**src/rtl/dsi_unpacker_if.sv**
```systemverilog
// ---------------------------------------------------------------------------
// dsi_unpacker_if
//   Bundles the producer-side (packed word in) and consumer-side (byte group
//   out) signals of the DSI byte unpacker.
//
//   master : the environment. Drives the input words, the group requests
//            and flush, and observes the outputs.
//   slave  : the unpacker itself.
//
//   Producer side : d_i, d_size_i, d_valid_i  -> ; <- d_req_o
//   Consumer side : q_size_i, q_req_i, q_flush_i -> ; <- q_o, q_valid_o
//   Status        : <- d_empty_o, err_o
// ---------------------------------------------------------------------------
interface dsi_unpacker_if #(
    parameter int g_input_bytes  = 3,
    parameter int g_output_bytes = 3
);
    logic [8*g_input_bytes-1:0]  d_i;
    logic [3:0]                  d_size_i;
    logic                        d_valid_i;
    logic                        d_req_o;
    logic [2:0]                  q_size_i;
    logic                        q_req_i;
    logic [8*g_output_bytes-1:0] q_o;
    logic [g_output_bytes-1:0]   q_valid_o;
    logic                        q_flush_i;
    logic                        d_empty_o;
    logic                        err_o;

    modport master (
        output d_i, d_size_i, d_valid_i, q_size_i, q_req_i, q_flush_i,
        input  d_req_o, q_o, q_valid_o, d_empty_o, err_o
    );

    modport slave (
        input  d_i, d_size_i, d_valid_i, q_size_i, q_req_i, q_flush_i,
        output d_req_o, q_o, q_valid_o, d_empty_o, err_o
    );
endinterface

```
**src/rtl/dsi_unpacker.sv**
```systemverilog
// ---------------------------------------------------------------------------
// dsi_unpacker
//   Splits packed words of 1..g_input_bytes bytes back into a byte stream and
//   hands it out as groups of 1..g_output_bytes bytes on request.
//
//   Ports:
//     clk_i  : clock
//     rst_i  : asynchronous reset, active high
//     bus    : dsi_unpacker_if.slave
//              d_i/d_size_i/d_valid_i/d_req_o  packed input words
//              q_size_i/q_req_i/q_o/q_valid_o  requested output groups
//              q_flush_i                       drop everything buffered
//              d_empty_o                       buffer holds no bytes
//              err_o                           one-cycle protocol error pulse
//
//   The buffer is a packed vector with byte 0 (bits [7:0]) the oldest byte.
//   Bytes at or above the fill count are always zero, so a read is a plain
//   right shift and an append is an OR of the new bytes shifted to the fill
//   position. c_buf_bytes must not exceed 31 so the count fits in 5 bits.
// ---------------------------------------------------------------------------
module dsi_unpacker #(
    parameter int g_input_bytes  = 3,
    parameter int g_output_bytes = 3
) (
    input  logic           clk_i,
    input  logic           rst_i,
    dsi_unpacker_if.slave  bus
);
    localparam int c_max_bytes = (g_input_bytes > g_output_bytes) ? g_input_bytes : g_output_bytes;
    localparam int c_buf_bytes = 2 * c_max_bytes + 2;
    localparam int c_buf_w     = 8 * c_buf_bytes;
    localparam int c_in_w      = 8 * g_input_bytes;
    localparam int c_out_w     = 8 * g_output_bytes;

    // state
    logic [4:0]                count_q,   count_d;
    logic [c_buf_w-1:0]        buf_q,     buf_d;
    logic [c_out_w-1:0]        q_q,       q_d;
    logic [g_output_bytes-1:0] q_valid_q, q_valid_d;
    logic                      err_q,     err_d;

    // decode
    logic                      d_req;
    logic                      wr_size_ok;
    logic                      rd_size_ok;
    logic                      wr_ok;
    logic                      rd_ok;
    logic [2:0]                rd_n;
    logic [2:0]                rd_pad;
    logic [4:0]                wr_base;
    logic [c_in_w-1:0]         wr_keep;
    logic [c_buf_w-1:0]        wr_ext;
    logic [c_out_w-1:0]        rd_rev;
    logic [g_output_bytes-1:0] rd_mask;

    assign d_req      = (5'(c_buf_bytes) - count_q) >= 5'(g_input_bytes);
    assign wr_size_ok = (bus.d_size_i != 4'd0) && (bus.d_size_i <= 4'(g_input_bytes));
    assign rd_size_ok = (bus.q_size_i != 3'd0) && (bus.q_size_i <= 3'(g_output_bytes));
    assign wr_ok      = bus.d_valid_i && d_req && wr_size_ok;
    // Reads only look at the count at cycle start; bytes written this
    // cycle are never visible to a read in the same cycle.
    assign rd_ok      = bus.q_req_i && rd_size_ok && (count_q >= {2'b00, bus.q_size_i});
    assign rd_n       = rd_ok ? bus.q_size_i : 3'd0;
    assign rd_pad     = 3'(g_output_bytes) - rd_n;
    assign wr_base    = count_q - {2'b00, rd_n};

    // Keep only the valid lanes of the input word so stale upper lanes never
    // pollute the zero region of the buffer.
    for (genvar gi = 0; gi < g_input_bytes; gi++) begin : g_wr_keep
        assign wr_keep[8*gi +: 8] = (bus.d_size_i > 4'(gi)) ? 8'hFF : 8'h00;
    end
    assign wr_ext = c_buf_w'(bus.d_i & wr_keep);

    // Reverse the oldest g_output_bytes bytes so the oldest lands in the top
    // lane; shifting right by the unused lane count then right-justifies an
    // n-byte group with its first byte most significant and zero upper lanes.
    for (genvar gi = 0; gi < g_output_bytes; gi++) begin : g_rd_lane
        assign rd_rev[8*gi +: 8] = buf_q[8*(g_output_bytes-1-gi) +: 8];
        assign rd_mask[gi]       = (rd_n > 3'(gi));
    end

    always_comb begin
        count_d   = count_q;
        buf_d     = buf_q;
        q_d       = q_q;
        q_valid_d = '0;
        err_d     = (bus.d_valid_i && !(d_req && wr_size_ok)) ||
                    (bus.q_req_i && !rd_size_ok);

        if (bus.q_flush_i) begin
            // Flush wins over everything, including error reporting.
            count_d = 5'd0;
            buf_d   = '0;
            err_d   = 1'b0;
        end else begin
            buf_d   = (buf_q >> {rd_n, 3'b000}) |
                      (wr_ok ? (wr_ext << {wr_base, 3'b000}) : '0);
            count_d = wr_base + (wr_ok ? {1'b0, bus.d_size_i} : 5'd0);
            if (rd_ok) begin
                q_d       = rd_rev >> {rd_pad, 3'b000};
                q_valid_d = rd_mask;
            end
        end
    end

    always_ff @(posedge clk_i or posedge rst_i) begin
        if (rst_i) begin
            count_q   <= 5'd0;
            buf_q     <= '0;
            q_q       <= '0;
            q_valid_q <= '0;
            err_q     <= 1'b0;
        end else begin
            count_q   <= count_d;
            buf_q     <= buf_d;
            q_q       <= q_d;
            q_valid_q <= q_valid_d;
            err_q     <= err_d;
        end
    end

    assign bus.d_req_o   = d_req;
    assign bus.d_empty_o = (count_q == 5'd0);
    assign bus.q_o       = q_q;
    assign bus.q_valid_o = q_valid_q;
    assign bus.err_o     = err_q;

    // Writes are gated by d_req, so the count can never pass the depth.
    a_count_bound: assert property (@(posedge clk_i) disable iff (rst_i)
        count_q <= 5'(c_buf_bytes));
endmodule

```
**src/flat_wrapper.sv**
```systemverilog
// flat-port wrapper written by rule: the top's interface ports become plain ports
module dsi_unpacker_flat 
#(
    parameter int g_input_bytes  = 3,
    parameter int g_output_bytes = 3
)
  (clk_i, rst_i, bus_d_i, bus_d_size_i, bus_d_valid_i, bus_q_size_i, bus_q_req_i, bus_q_flush_i, bus_d_req_o, bus_q_o, bus_q_valid_o, bus_d_empty_o, bus_err_o);
  dsi_unpacker_if #(.g_input_bytes(g_input_bytes), .g_output_bytes(g_output_bytes)) bus_i ();
  input  logic clk_i;
  input  logic rst_i;
  input wire logic [$bits(bus_i.d_i)-1:0] bus_d_i;
  input wire logic [$bits(bus_i.d_size_i)-1:0] bus_d_size_i;
  input wire logic [$bits(bus_i.d_valid_i)-1:0] bus_d_valid_i;
  input wire logic [$bits(bus_i.q_size_i)-1:0] bus_q_size_i;
  input wire logic [$bits(bus_i.q_req_i)-1:0] bus_q_req_i;
  input wire logic [$bits(bus_i.q_flush_i)-1:0] bus_q_flush_i;
  output wire logic [$bits(bus_i.d_req_o)-1:0] bus_d_req_o;
  output wire logic [$bits(bus_i.q_o)-1:0] bus_q_o;
  output wire logic [$bits(bus_i.q_valid_o)-1:0] bus_q_valid_o;
  output wire logic [$bits(bus_i.d_empty_o)-1:0] bus_d_empty_o;
  output wire logic [$bits(bus_i.err_o)-1:0] bus_err_o;
  assign bus_i.d_i = bus_d_i;
  assign bus_i.d_size_i = bus_d_size_i;
  assign bus_i.d_valid_i = bus_d_valid_i;
  assign bus_i.q_size_i = bus_q_size_i;
  assign bus_i.q_req_i = bus_q_req_i;
  assign bus_i.q_flush_i = bus_q_flush_i;
  assign bus_d_req_o = bus_i.d_req_o;
  assign bus_q_o = bus_i.q_o;
  assign bus_q_valid_o = bus_i.q_valid_o;
  assign bus_d_empty_o = bus_i.d_empty_o;
  assign bus_err_o = bus_i.err_o;
  dsi_unpacker #(.g_input_bytes(g_input_bytes), .g_output_bytes(g_output_bytes)) u_core (.clk_i(clk_i), .rst_i(rst_i), .bus(bus_i));
endmodule
```
**config.mk**
```make
export PLATFORM = sky130hd
export DESIGN_NAME = dsi_unpacker_flat
export DESIGN_NICKNAME = d
export VERILOG_FILES = /design/src/rtl/dsi_unpacker_if.sv /design/src/rtl/dsi_unpacker.sv /design/src/flat_wrapper.sv
export SDC_FILE = /design/constraint.sdc
export NUM_CORES = 1
export LEC_CHECK = 0
export ABC_AREA = 1
export BUFFER_PORTS_ARGS = -buffer_cell sky130_fd_sc_hd__buf_2
export CAP_MARGIN = 20
export CORE_ASPECT_RATIO = 0.9
export CORE_MARGIN = 2
export CORE_UTILIZATION = 65
export DETAILED_ROUTE_END_ITERATION = 10
export PLACE_DENSITY_LB_ADDON = 0.05
export REMOVE_ABC_BUFFERS = 1
export SLEW_MARGIN = 30
export SYNTH_ARGS = -nofsm -noshare
export SYNTH_HDL_FRONTEND = slang
export SYNTH_SLANG_ARGS = --single-unit
export TNS_END_PERCENT = 100
```
**constraint.sdc**
```tcl
create_clock -name clk_i -period 5.62 [get_ports clk_i]
set_clock_uncertainty 0.05 [all_clocks]
set_input_delay 1.124 -clock clk_i [delete_from_list [all_inputs] [get_ports clk_i]]
set_output_delay 1.124 -clock clk_i [all_outputs]
set_load 0.05 [all_outputs]
```
==> metrics, run 1 <==
Clk Latency, worst-skew pair=0.34 ns; Top FF cell, synth=dfrtp_1; sequential-to-total area share from yosys stat=35.2%; FMAX=219 MHz; Pleak=3.67 nW; status=complete, no violations; Clock Path Buffers=2; Area contributors post-synth=dfrtp_1, nand2_1, nand3_1; Synth top area share=35.2%; Fill cells=905; # hold bufs at CTS=0; Slew @ Worst Pin=0.978 ns; Pre-Repair DR Iteration Count=5; setup violators final=0; synthesized area=6900 um^2; Initial DRC Count=841; Hold Fails Final Rpt=0; CP arrival=4.78 ns; Setup crit end kind=register; min Tclk post-route=4.57 ns; Final ANT Viol Nets=0; Synth cell types=34; CTS Buf Count=9; Hold Crit Class=register to register; via count=7082; number of diodes=0; dominant cell by count in the synthesized netlist=nand2_1; Setup WS pre-CTS=0.805 ns; GPL Wtd Cong=0.900; FF-to-FF setup slack=1.67 ns; first-pass GRT wire length=31800 um; Post-Syn Area per Cell=6.81 um^2; Slew HR=34.7%; CTS Root Cell=clkbuf_16; drc violations=0; share of cells above drive strength 1=11.3%; vias in the first global route=6392; Gate Count Post-Synth=1014; Synth warnings=0; reg2reg start=u_core.count_q[0]$_DFF_PP0_; Hold Slack=0.425 ns; final worst slack=1.05 ns; area grow syn2layout=6.94%; area of the multi-input gates=3870 um^2; CP Class=primary input to register; H-tree Lvls=3; peak supply drop=0.000381 V; Nets=1078; Max-Cap Viols=0; critical path required time=5.82 ns; min-delay src=u_core.bus.q_o[0]$_DFFE_PP0P_; FF+latch area=2430 um^2; Async SR Flop Fraction=100%; CTS clk-pin slew, worst paths=0.07 ns; fin crit share=81.4%; die span in x=113 um; Post-synth EDFFs=0; GRT overflow=0; largest net degree at the start of global routing=76; Tot Pwr=2.83 mW; CTS Sinks=97; # rows=35; initial antenna violation count=0; CP Launch Type=primary input; Critical R2R Capture=u_core.buf_q[33]$_DFF_PP0_; CP max FO=58; routed vias/inst=6.09; Port Buf Inserts=65; Power per Cell Area=383 nW/um^2; Initial Util=67.1%; setup repair bufs after CTS=0; Core ar.=10300 um^2; Post-CTS Resized=0; Max Transition Viols Final=0; full die area=11500 um^2; R2R cell count=22; TritonCTS clock tree=built; Yosys reg bits=97; RSZ-0062 raised after global routing=false; leading area contributor after synthesis=dfrtp_1; Setup crit end=u_core.buf_q[33]$_DFF_PP0_; wirelength, routed=19300 um; top cells by count, synth=nand2_1, nand3_1, dfrtp_1; WL/cell=16.6 um; chip height=102 um; Final Core Density=71.7%; Tot GR Track Use=34.8%; CP startpoint=bus_q_size_i[0]; io pins=66; detailed placement HPWL=12000 um
-- routing by layer --
metal  track usage (%)  vias to the layer above  wire [um]
li1                  -                     3440          -
met1              48.9                     3243       8240
met2              55.3                      355       8850
met3              5.45                       44       1700
met4              12.2                        0        514
met5             0.417                        -          0
-- how the worst min path moves through the flow --
stage	end	slack [ns]	cells past startpoint
2_1_floorplan	u_core.bus.q_o[16]$_DFFE_PP0P_	0.48	2
3_3_place_gp	u_core.bus.q_o[3]$_DFFE_PP0P_	0.41	2
3_5_place_dp	u_core.bus.q_o[0]$_DFFE_PP0P_	0.41	2
4_1_cts	u_core.bus.q_o[3]$_DFFE_PP0P_	0.43	2
5_1_grt	u_core.bus.q_o[3]$_DFFE_PP0P_	0.45	2
6_report	u_core.bus.q_o[0]$_DFFE_PP0P_	0.43	2
-- power by group --
group / total (mW) / leakage [nW] / switching, mW / internal (mW)
sequential: 0.827 / 1.34 / 0.0536 / 0.773
clock: 0.630 / 0.141 / 0.279 / 0.351
combinational: 1.37 / 2.19 / 0.998 / 0.373
total: 2.83 / 3.67 / 1.33 / 1.50
-- cells in the final DEF (no fill, tap or decap), types with 2 or more instances in the layout --
| cell | n |
|---|---|
| nand3_2 | 3 |
| conb_1 | 3 |
| o21ai_0 | 11 |
| dfrtp_1 | 97 |
| nand2_1 | 340 |
| xor2_1 | 2 |
| nand3_1 | 179 |
| clkinv_1 | 3 |
| inv_2 | 4 |
| ha_1 | 12 |
| clkbuf_16 | 9 |
| inv_1 | 40 |
| buf_4 | 15 |
| a21oi_1 | 68 |
| a21boi_1 | 2 |
| nor2_4 | 6 |
| fa_1 | 2 |
| a22o_1 | 8 |
| clkinvlp_4 | 2 |
| nand3_4 | 2 |
| nor2_1 | 50 |
| nor2_2 | 3 |
| nand4_1 | 72 |
| o21ai_1 | 8 |
| a21boi_0 | 14 |
| buf_2 | 65 |
-- per-stage QoR --
step	instance area, um^2	std cells	setup TNS, ns
after detailed placement	7080	1146	0
final	7380	1162	0
after global routing	7380	1162	0
after CTS	7380	1162	0
after global placement	7080	1146	0
after floorplan	6470	937	-23.50
-- area by class of cell --
cell class              count  share of cell area [%]
multi-input cells         792                    52.4
flip-flops and latches     97                    32.9
repair buffers             80                    5.93
clock buffers              10                    3.10
inverters                  48                    2.47
well taps                 129                    2.19
clock inverters             6                    1.00
-- worst max-delay path, cell delays in order --
cell and delay, ns:
buf_2 0.09, buf_4 0.53, o21ai_2 0.17, nor2_4 0.14, buf_4 0.55, nand3_4 0.14
fa_1 0.43, nand2_1 0.10, nand3_1 0.12, nand2_2 0.37, buf_4 0.29, nand3_1 0.09
nor2_1 0.20, nor2_1 0.06, nor2_1 0.11, nand2_1 0.09, a21oi_1 0.16
-- kinds of logic after synthesis --
logic type	after synthesis	share of synthesized area (%)
other	2	0.109
XOR/XNOR	3	0.381
flip-flops	97	35.2
buffers and inverters	126	8.86
adder cells (fa/ha/maj)	14	2.76
AND/OR/NAND/NOR	659	43.4
AO/OA/AOI/OAI	113	9.28
-- registers in the layout, summed over array words and instances, names as in the netlist --
register              count
u_core.buf_q             64
u_core.bus.q_o           24
u_core.count_q            5
u_core.bus.q_valid_o      3
u_core.bus.err_o          1
Note: power is estimated with default switching activity, not from simulation.
==> run 2: changes to the inputs <==
--- a/config.mk
+++ b/config.mk
@@ -5,12 +5,12 @@
 export SDC_FILE = /design/constraint.sdc
 export NUM_CORES = 1
 export LEC_CHECK = 0
-export ABC_AREA = 1
+export ABC_AREA = 0
 export BUFFER_PORTS_ARGS = -buffer_cell sky130_fd_sc_hd__buf_2
 export CAP_MARGIN = 20
 export CORE_ASPECT_RATIO = 0.9
 export CORE_MARGIN = 2
-export CORE_UTILIZATION = 65
+export CORE_UTILIZATION = 60
 export DETAILED_ROUTE_END_ITERATION = 10
 export PLACE_DENSITY_LB_ADDON = 0.05
 export REMOVE_ABC_BUFFERS = 1
==> constraint.sdc (replaced) <==
create_clock -name clk_i -period 4.5 [get_ports clk_i]
set_clock_uncertainty 0.05 [all_clocks]
set_input_delay 0.9 -clock clk_i [delete_from_list [all_inputs] [get_ports clk_i]]
set_output_delay 0.9 -clock clk_i [all_outputs]
set_load 0.05 [all_outputs]
==> run 2 against run 1 <==
  * Via count decreased by 13%
  * Worst setup slack got worse by 0.71 ns
  * Cell area decreased by 3.7%
  * Area after synthesis decreased by 8.5%
  * Clock power increased by 37%
  * Critical path depth decreased by 1
  * Utilization decreased by 2.4 points
  * Register-to-register slack got worse by 1.1 ns
  * Final cell count decreased by 25%
  * Highest routed layer unchanged
==> metrics, run 2 <==
CTS clk-pin slew, worst paths=0.07 ns (about the same); peak supply drop=0.000404 V (+5.9%); # rows=35 (unchanged); largest net degree at the start of global routing=65 (-14%); detailed placement HPWL=14200 um (+19%); synthesized area=6310 um^2 (-8.5%); Clock Path Buffers=2 (unchanged); CP max stage delay=0.54 ns (about the same); Most common cell on crit path=inv_1; critical path required time=4.71 ns (-1.11 ns); Initial Util=61.6% (-5.5 points); dominant cell by count in the synthesized netlist=dfrtp_1; GPL Wtd Cong=1.01 (+12%); crit-path cells=buf_2, inv_1, ha_1, or4_4, and3_4, nand2_4, inv_1, ha_1, inv_1, fa_1, a211oi_1, xnor2_1, nand2_1, nor2_1, a22oi_1, o22ai_1; FMAX=240 MHz; CTS Buf Count=9 (unchanged); Gate Count Post-Synth=679 (-33%); Hold Crit Class=register to register; Synth top area share=38.4% (+3.3 points); CP max FO=6 (-90%); CP Class=primary input to register; Largest register FFs=64 (unchanged); full die area=11400 um^2 (-0.86%); placed standard-cell area=6780 um^2 (-4.3%); Synth warnings=0 (unchanged); wirelength, routed=21200 um (+9.7%); Nets=786 (-27%); Max Transition Viols Final=0 (unchanged); fin cells=870 (-25%); Power per Cell Area=537 nW/um^2 (+40%); routed vias/inst=7.10 (+17%); Setup WS pre-CTS=0.0685 ns (-0.736 ns); initial antenna violation count=0 (unchanged); sequential-to-total area share from yosys stat=38.4% (+3.3 points); Synth cell types=60 (+76%); Core ar.=10200 um^2 (-0.43%); Slew HR=31.5% (-3.3 points); Area contributors post-synth=dfrtp_1, mux2_2, mux2i_1; CP arrival=4.37 ns (-0.41 ns); CTS Sinks=97 (unchanged); Clk Latency, worst-skew pair=0.35 ns (about the same); first-pass GRT wire length=33100 um (+3.9%); min-delay src=u_core.bus.q_o[19]$_DFFE_PP0P_; number of diodes=0 (unchanged); status=complete, no violations; chip height=101 um (-0.43%); io pins=66 (unchanged); Async SR Flop Fraction=100% (unchanged); Max-Cap Viols=0 (unchanged); drc violations=0 (unchanged); TNS Setup=0 ns (unchanged); fin crit share=92.4%; GRT overflow=0 (unchanged); share of cells above drive strength 1=20.6% (+9.3 points); Post-CTS Resized=0 (unchanged); total placed cells including tap cells=854 (-25%); Initial DRC Count=766 (-8.9%); Fill cells=834 (-7.8%); Finished Cell Area=7110 um^2 (-3.7%); Yosys reg bits=97 (unchanged); commonest non-fill, non-tap cell in the layout=dfrtp_1; area grow syn2layout=12.5%; Slew @ Worst Pin=1.02 ns (+0.0465 ns); H-tree Lvls=3 (unchanged); Final ANT Viol Nets=0 (unchanged); final worst slack=0.340 ns (-0.706 ns); CP startpoint=bus_q_size_i[2]; CP Launch Type=primary input; setup repair bufs after CTS=0 (unchanged); WL/cell=24.3 um (+46%); via count=6181 (-13%); # hold bufs at CTS=0 (unchanged); CP max-delay cell=nor2_1; reg2reg start=u_core.count_q[0]$_DFF_PP0_; Hold Fails Final Rpt=0 (unchanged); Setup crit end kind=register; min Tclk post-route=4.16 ns; Port Buf Inserts=65 (unchanged); die span in x=112 um (-0.43%); Tot GR Track Use=37.7% (+2.9 points); top cells by count, synth=dfrtp_1, nor2_1, nand2_1; highest-count cells in the layout ignoring fill and taps=dfrtp_1, buf_2, nor2_1, nand2_1, o22ai_1; CTS Root Cell=clkbuf_16; Top FF cell, synth=dfrtp_1; Post-Syn Area per Cell=9.30 um^2 (+37%); Pleak=3.43 nW (-6.4%); RSZ-0062 raised after global routing=false; TritonCTS clock tree=built; Post-synth EDFFs=0 (unchanged); setup violators final=0 (unchanged); leading area contributor after synthesis=dfrtp_1; Pre-Repair DR Iteration Count=6 (+1); Top reg by flops=u_core.buf_q; vias in the first global route=5960 (-6.8%)
## run 2: cell count changes after synthesis, sizes merged, moves of 17 or more
cell,before,now
a22oi,0,17
a21oi,68,29
mux2i,0,30
nand3,184,24
o22ai,0,43
o2bb2ai,0,18
mux2,0,27
o32ai,0,21
nand4,73,0
buf,51,25
o21ai,20,40
nand2,341,45
## run 2: final timing paths
check | cells after the start | slack (ns) | to
max in group asynchronous | 3 | 2.99 | u_core.buf_q[16]$_DFF_PP0_
worst max-delay path | 16 | 0.34 | u_core.buf_q[48]$_DFF_PP0_
worst min register to register | 2 | 0.41 | u_core.bus.q_o[19]$_DFFE_PP0P_
worst max register to register | 15 | 0.57 | u_core.buf_q[4]$_DFF_PP0_
min in group asynchronous | 2 | 0.46 | u_core.bus.q_o[18]$_DFFE_PP0P_
worst min-delay path | 2 | 0.41 | u_core.bus.q_o[19]$_DFFE_PP0P_
## run 2: cell type report
type / count / area (um^2) / area share, %
Sequential cell: 97 / 2430 / 34.2
Timing Repair Buffer: 98 / 573 / 8.06
Clock inverter: 5 / 86.3 / 1.21
Tap cell: 129 / 161 / 2.27
Multi-Input combinational cell: 495 / 3480 / 49.0
Inverter: 35 / 134 / 1.88
Clock buffer: 11 / 243 / 3.42
## run 2: worst max-delay path: cells and delay by family
family	cells	cell delay, ns
AO/OA/AOI/OAI	3	0.52
adder cells (fa/ha/maj)	3	0.73
AND/OR/NAND/NOR	5	1.51
buffers and inverters	4	0.30
XOR/XNOR	1	0.39
## run 2: cells by family after synthesis
logic type                 share of synthesized area, %
muxes                                              9.57
other                                             0.119
buffers and inverters                              6.54
DFF                                                38.4
xor gates and xnor gates                          0.971
AOI/OAI and AO/OA                                  29.2
and+or+nand+nor                                    12.2
adders and majority gates                          3.01
## run 2: stage by stage
stage,power [mW],util (%),hold WS [ns]
6_report,3.82,69.4,0.412
5_1_grt,4.00,69.4,0.435
4_1_cts,3.78,69.4,0.417
3_5_place_dp,2.92,66.1,0.401
3_3_place_gp,2.88,66.1,0.395
2_1_floorplan,2.31,-,0.427
## run 2: per-layer routing
layer  vias to the layer above  routed length [um]  GRT usage, %
li1                       2716                   -             -
met1                      2979                8640          51.8
met2                       403                9460          56.9
met3                        83                2260          9.75
met4                         0                 810          16.6
met5                         -                   0             0
## run 2: where the power goes
group / total, mW / switching (mW) / internal (mW)
logic: 1.80 / 1.18 / 0.624
registers: 1.16 / 0.152 / 1.01
clock network: 0.860 / 0.354 / 0.507
total: 3.82 / 1.68 / 2.14
==> run 3: changes to the inputs <==
--- a/config.mk
+++ b/config.mk
@@ -8,9 +8,12 @@
 export ABC_AREA = 0
 export BUFFER_PORTS_ARGS = -buffer_cell sky130_fd_sc_hd__buf_2
 export CAP_MARGIN = 20
+export CELL_PAD_IN_SITES_DETAIL_PLACEMENT = 2
+export CELL_PAD_IN_SITES_GLOBAL_PLACEMENT = 2
 export CORE_ASPECT_RATIO = 0.9
 export CORE_MARGIN = 2
-export CORE_UTILIZATION = 60
+export CORE_UTILIZATION = 37
+export CTS_CLUSTER_SIZE = 20
 export DETAILED_ROUTE_END_ITERATION = 10
 export PLACE_DENSITY_LB_ADDON = 0.05
 export REMOVE_ABC_BUFFERS = 1
==> run 3 against run 2 <==
  * Worst setup slack improved by 0.041 ns
  * Cell area increased by 1.5%
  * Die area increased by 60%
  * Non-clock buffer count increased by 4
  * Total power increased by 2.6%
  * Clock power decreased by 3.1%
  * Combinational power increased by 7%
  * Sequential power about the same
  * Critical path depth increased by 1
  * Final cell count increased by 9.9%
  * Critical path type unchanged
==> metrics, run 3 (same netlist as run 2, synthesis figures left out) <==
status=complete, no violations; Clock Path Buffers=2 (unchanged); initial antenna violation count=0 (unchanged); CP max FO=9 (+3); GRT overflow=0 (unchanged); commonest non-fill, non-tap cell in the layout=dfrtp_1; fin crit share=91.5% (-0.92 points); Pre-Repair DR Iteration Count=5 (-1); FMAX=243 MHz (+1.0%); CTS clk-pin slew, worst paths=0.07 ns (about the same); met2 GRT Util=48.5% (-8.4 points); first-pass GRT wire length=41200 um (+24%); io pins=66 (unchanged); Finished Cell Area=7220 um^2 (+1.5%); min-delay src=u_core.bus.q_o[5]$_DFFE_PP0P_; highest-count cells in the layout ignoring fill and taps=dfrtp_1, buf_2, nand2_1, nor2_1, o22ai_1; Slew HR=31.0% (-0.49 points); Power per Cell Area=543 nW/um^2 (+1.0%); TritonCTS clock tree=built; Critical R2R Capture=u_core.buf_q[38]$_DFF_PP0_; Tot GR Track Use=30.3% (-7.3 points); WL/cell=28.3 um (+16%); wirelength, routed=27100 um (+28%); Setup crit end kind=register; WHS Endpoint=u_core.bus.q_o[5]$_DFFE_PP0P_; Nets=790 (+0.51%); CTS Buf Count=9 (unchanged); Final Core Density=43.0% (-26 points); Hold Crit Depth=1 (-1); # hold bufs at CTS=0 (unchanged); largest net degree at the start of global routing=65 (unchanged); CP arrival=4.30 ns (-0.07 ns); GPL Wtd Cong=0.893 (-11%); full die area=18100 um^2 (+60%); Pleak=3.44 nW (+0.34%); CP Class=primary input to register; vias in the first global route=6561 (+10%); routed vias/inst=6.63 (-6.7%); share of cells above drive strength 1=21.2% (+0.56 points); GR Util met3=4.52% (-5.2 points); FF-to-FF setup slack=0.59 ns (+0.02 ns); R2R cell count=17 (+2); die span in x=142 um (+26%); GR peak layer=met2; peak supply drop=0.000209 V (-48%); Initial DRC Count=460 (-40%); drc violations=0 (unchanged); Hold Crit Class=register to register; CTS Root Cell=clkbuf_16; Clk Latency, worst-skew pair=0.36 ns (about the same); Port Buf Inserts=65 (unchanged); Final ANT Viol Nets=0 (unchanged); Top reg by flops=u_core.buf_q; CTS Sinks=97 (unchanged); critical path required time=4.68 ns (-0.03 ns); placed standard-cell area=6910 um^2 (+1.9%); min Tclk post-route=4.12 ns (-0.0412 ns); Largest register FFs=64 (unchanged); reg2reg start=u_core.count_q[0]$_DFF_PP0_; via count=6336 (+2.5%); RSZ-0062 raised after global routing=false; setup violators final=0 (unchanged); CP Launch Type=primary input; met1 Resource Use GR=41.7% (-10 points); # rows=45 (+29%); chip height=128 um (+26%); Hold Fails Final Rpt=0 (unchanged); Max Transition Viols Final=0 (unchanged); Max-Cap Viols=0 (unchanged); Initial Util=37.6% (-24 points); detailed placement HPWL=18800 um (+32%); Slew @ Worst Pin=1.03 ns (+0.00729 ns); H-tree Lvls=3 (unchanged); area grow syn2layout=14.3%; number of diodes=0 (unchanged); Core ar.=16800 um^2 (+64%)
[run 3: final cells by class]
class                           instances  area (um^2)
Fill cell                            1826         9560
Sequential cell                        97         2430
Tap cell                              211          264
Clock buffer                           11          243
Inverter                               35          134
Multi-Input combinational cell        495         3480
Clock inverter                          5         62.6
Timing Repair Buffer                  102          603
[run 3: power breakdown]
group / internal [mW] / switching [mW]
Clock: 0.453 / 0.380
Sequential: 1.01 / 0.163
Combinational: 0.639 / 1.28
[run 3: worst max-delay path by stage]
stage / startpoint / endpoint / slack, ns / depth (start not counted)
after floorplan: bus_q_size_i[1] / u_core.buf_q[7]$_DFF_PP0_ / -1.34 / 14
after global placement: bus_q_size_i[1] / u_core.buf_q[21]$_DFF_PP0_ / 0.12 / 17
after detailed placement: bus_q_size_i[1] / u_core.buf_q[17]$_DFF_PP0_ / -0.09 / 17
after CTS: bus_q_size_i[1] / u_core.buf_q[17]$_DFF_PP0_ / 0.28 / 17
after global routing: bus_q_size_i[1] / u_core.buf_q[17]$_DFF_PP0_ / 0.16 / 17
final: bus_q_size_i[2] / u_core.count_q[4]$_DFF_PP0_ / 0.38 / 17
[run 3: stage by stage]
step | setup TNS [ns] | setup slack, ns | power, mW | std cells | hold slack, ns
final | 0 | 0.382 | 3.92 | 956 | 0.422
after global routing | 0 | 0.164 | 4.08 | 956 | 0.439
after CTS | 0 | 0.277 | 3.90 | 956 | 0.427
after detailed placement | -0.392 | -0.0857 | 3.06 | 940 | 0.411
after global placement | 0 | 0.123 | 2.98 | 940 | 0.396
after floorplan | -65.53 | -1.34 | 2.31 | 627 | 0.427
[run 3: repair_timing]
item                       in CTS  in global routing
resized for setup               0                  1
buffers inserted                0                  0
setup endpoints to repair       0                  1
[run 3: critical path: stages]
cell and delay [ns]:
buf_2 0.10, inv_1 0.05, ha_1 0.29, or4_4 0.50, and3_4 0.25, nand2_4 0.08, inv_1 0.06, ha_1 0.20
inv_1 0.08, fa_1 0.49, inv_1 0.25, fa_1 0.28, inv_1 0.06, a21o_1 0.18, a21oi_1 0.27, xnor2_1 0.20
nor2_1 0.06
[run 3: routing by layer]
layer / routed length [um] / share of wire [%] / vias to the layer above
met1: 12300 / 46 / 3347
met2: 12600 / 47 / 209
met4: 885 / 3.3 / 0
met3: 1250 / 4.6 / 60
li1: - / - / 2720
met5: 0 / 0 / -
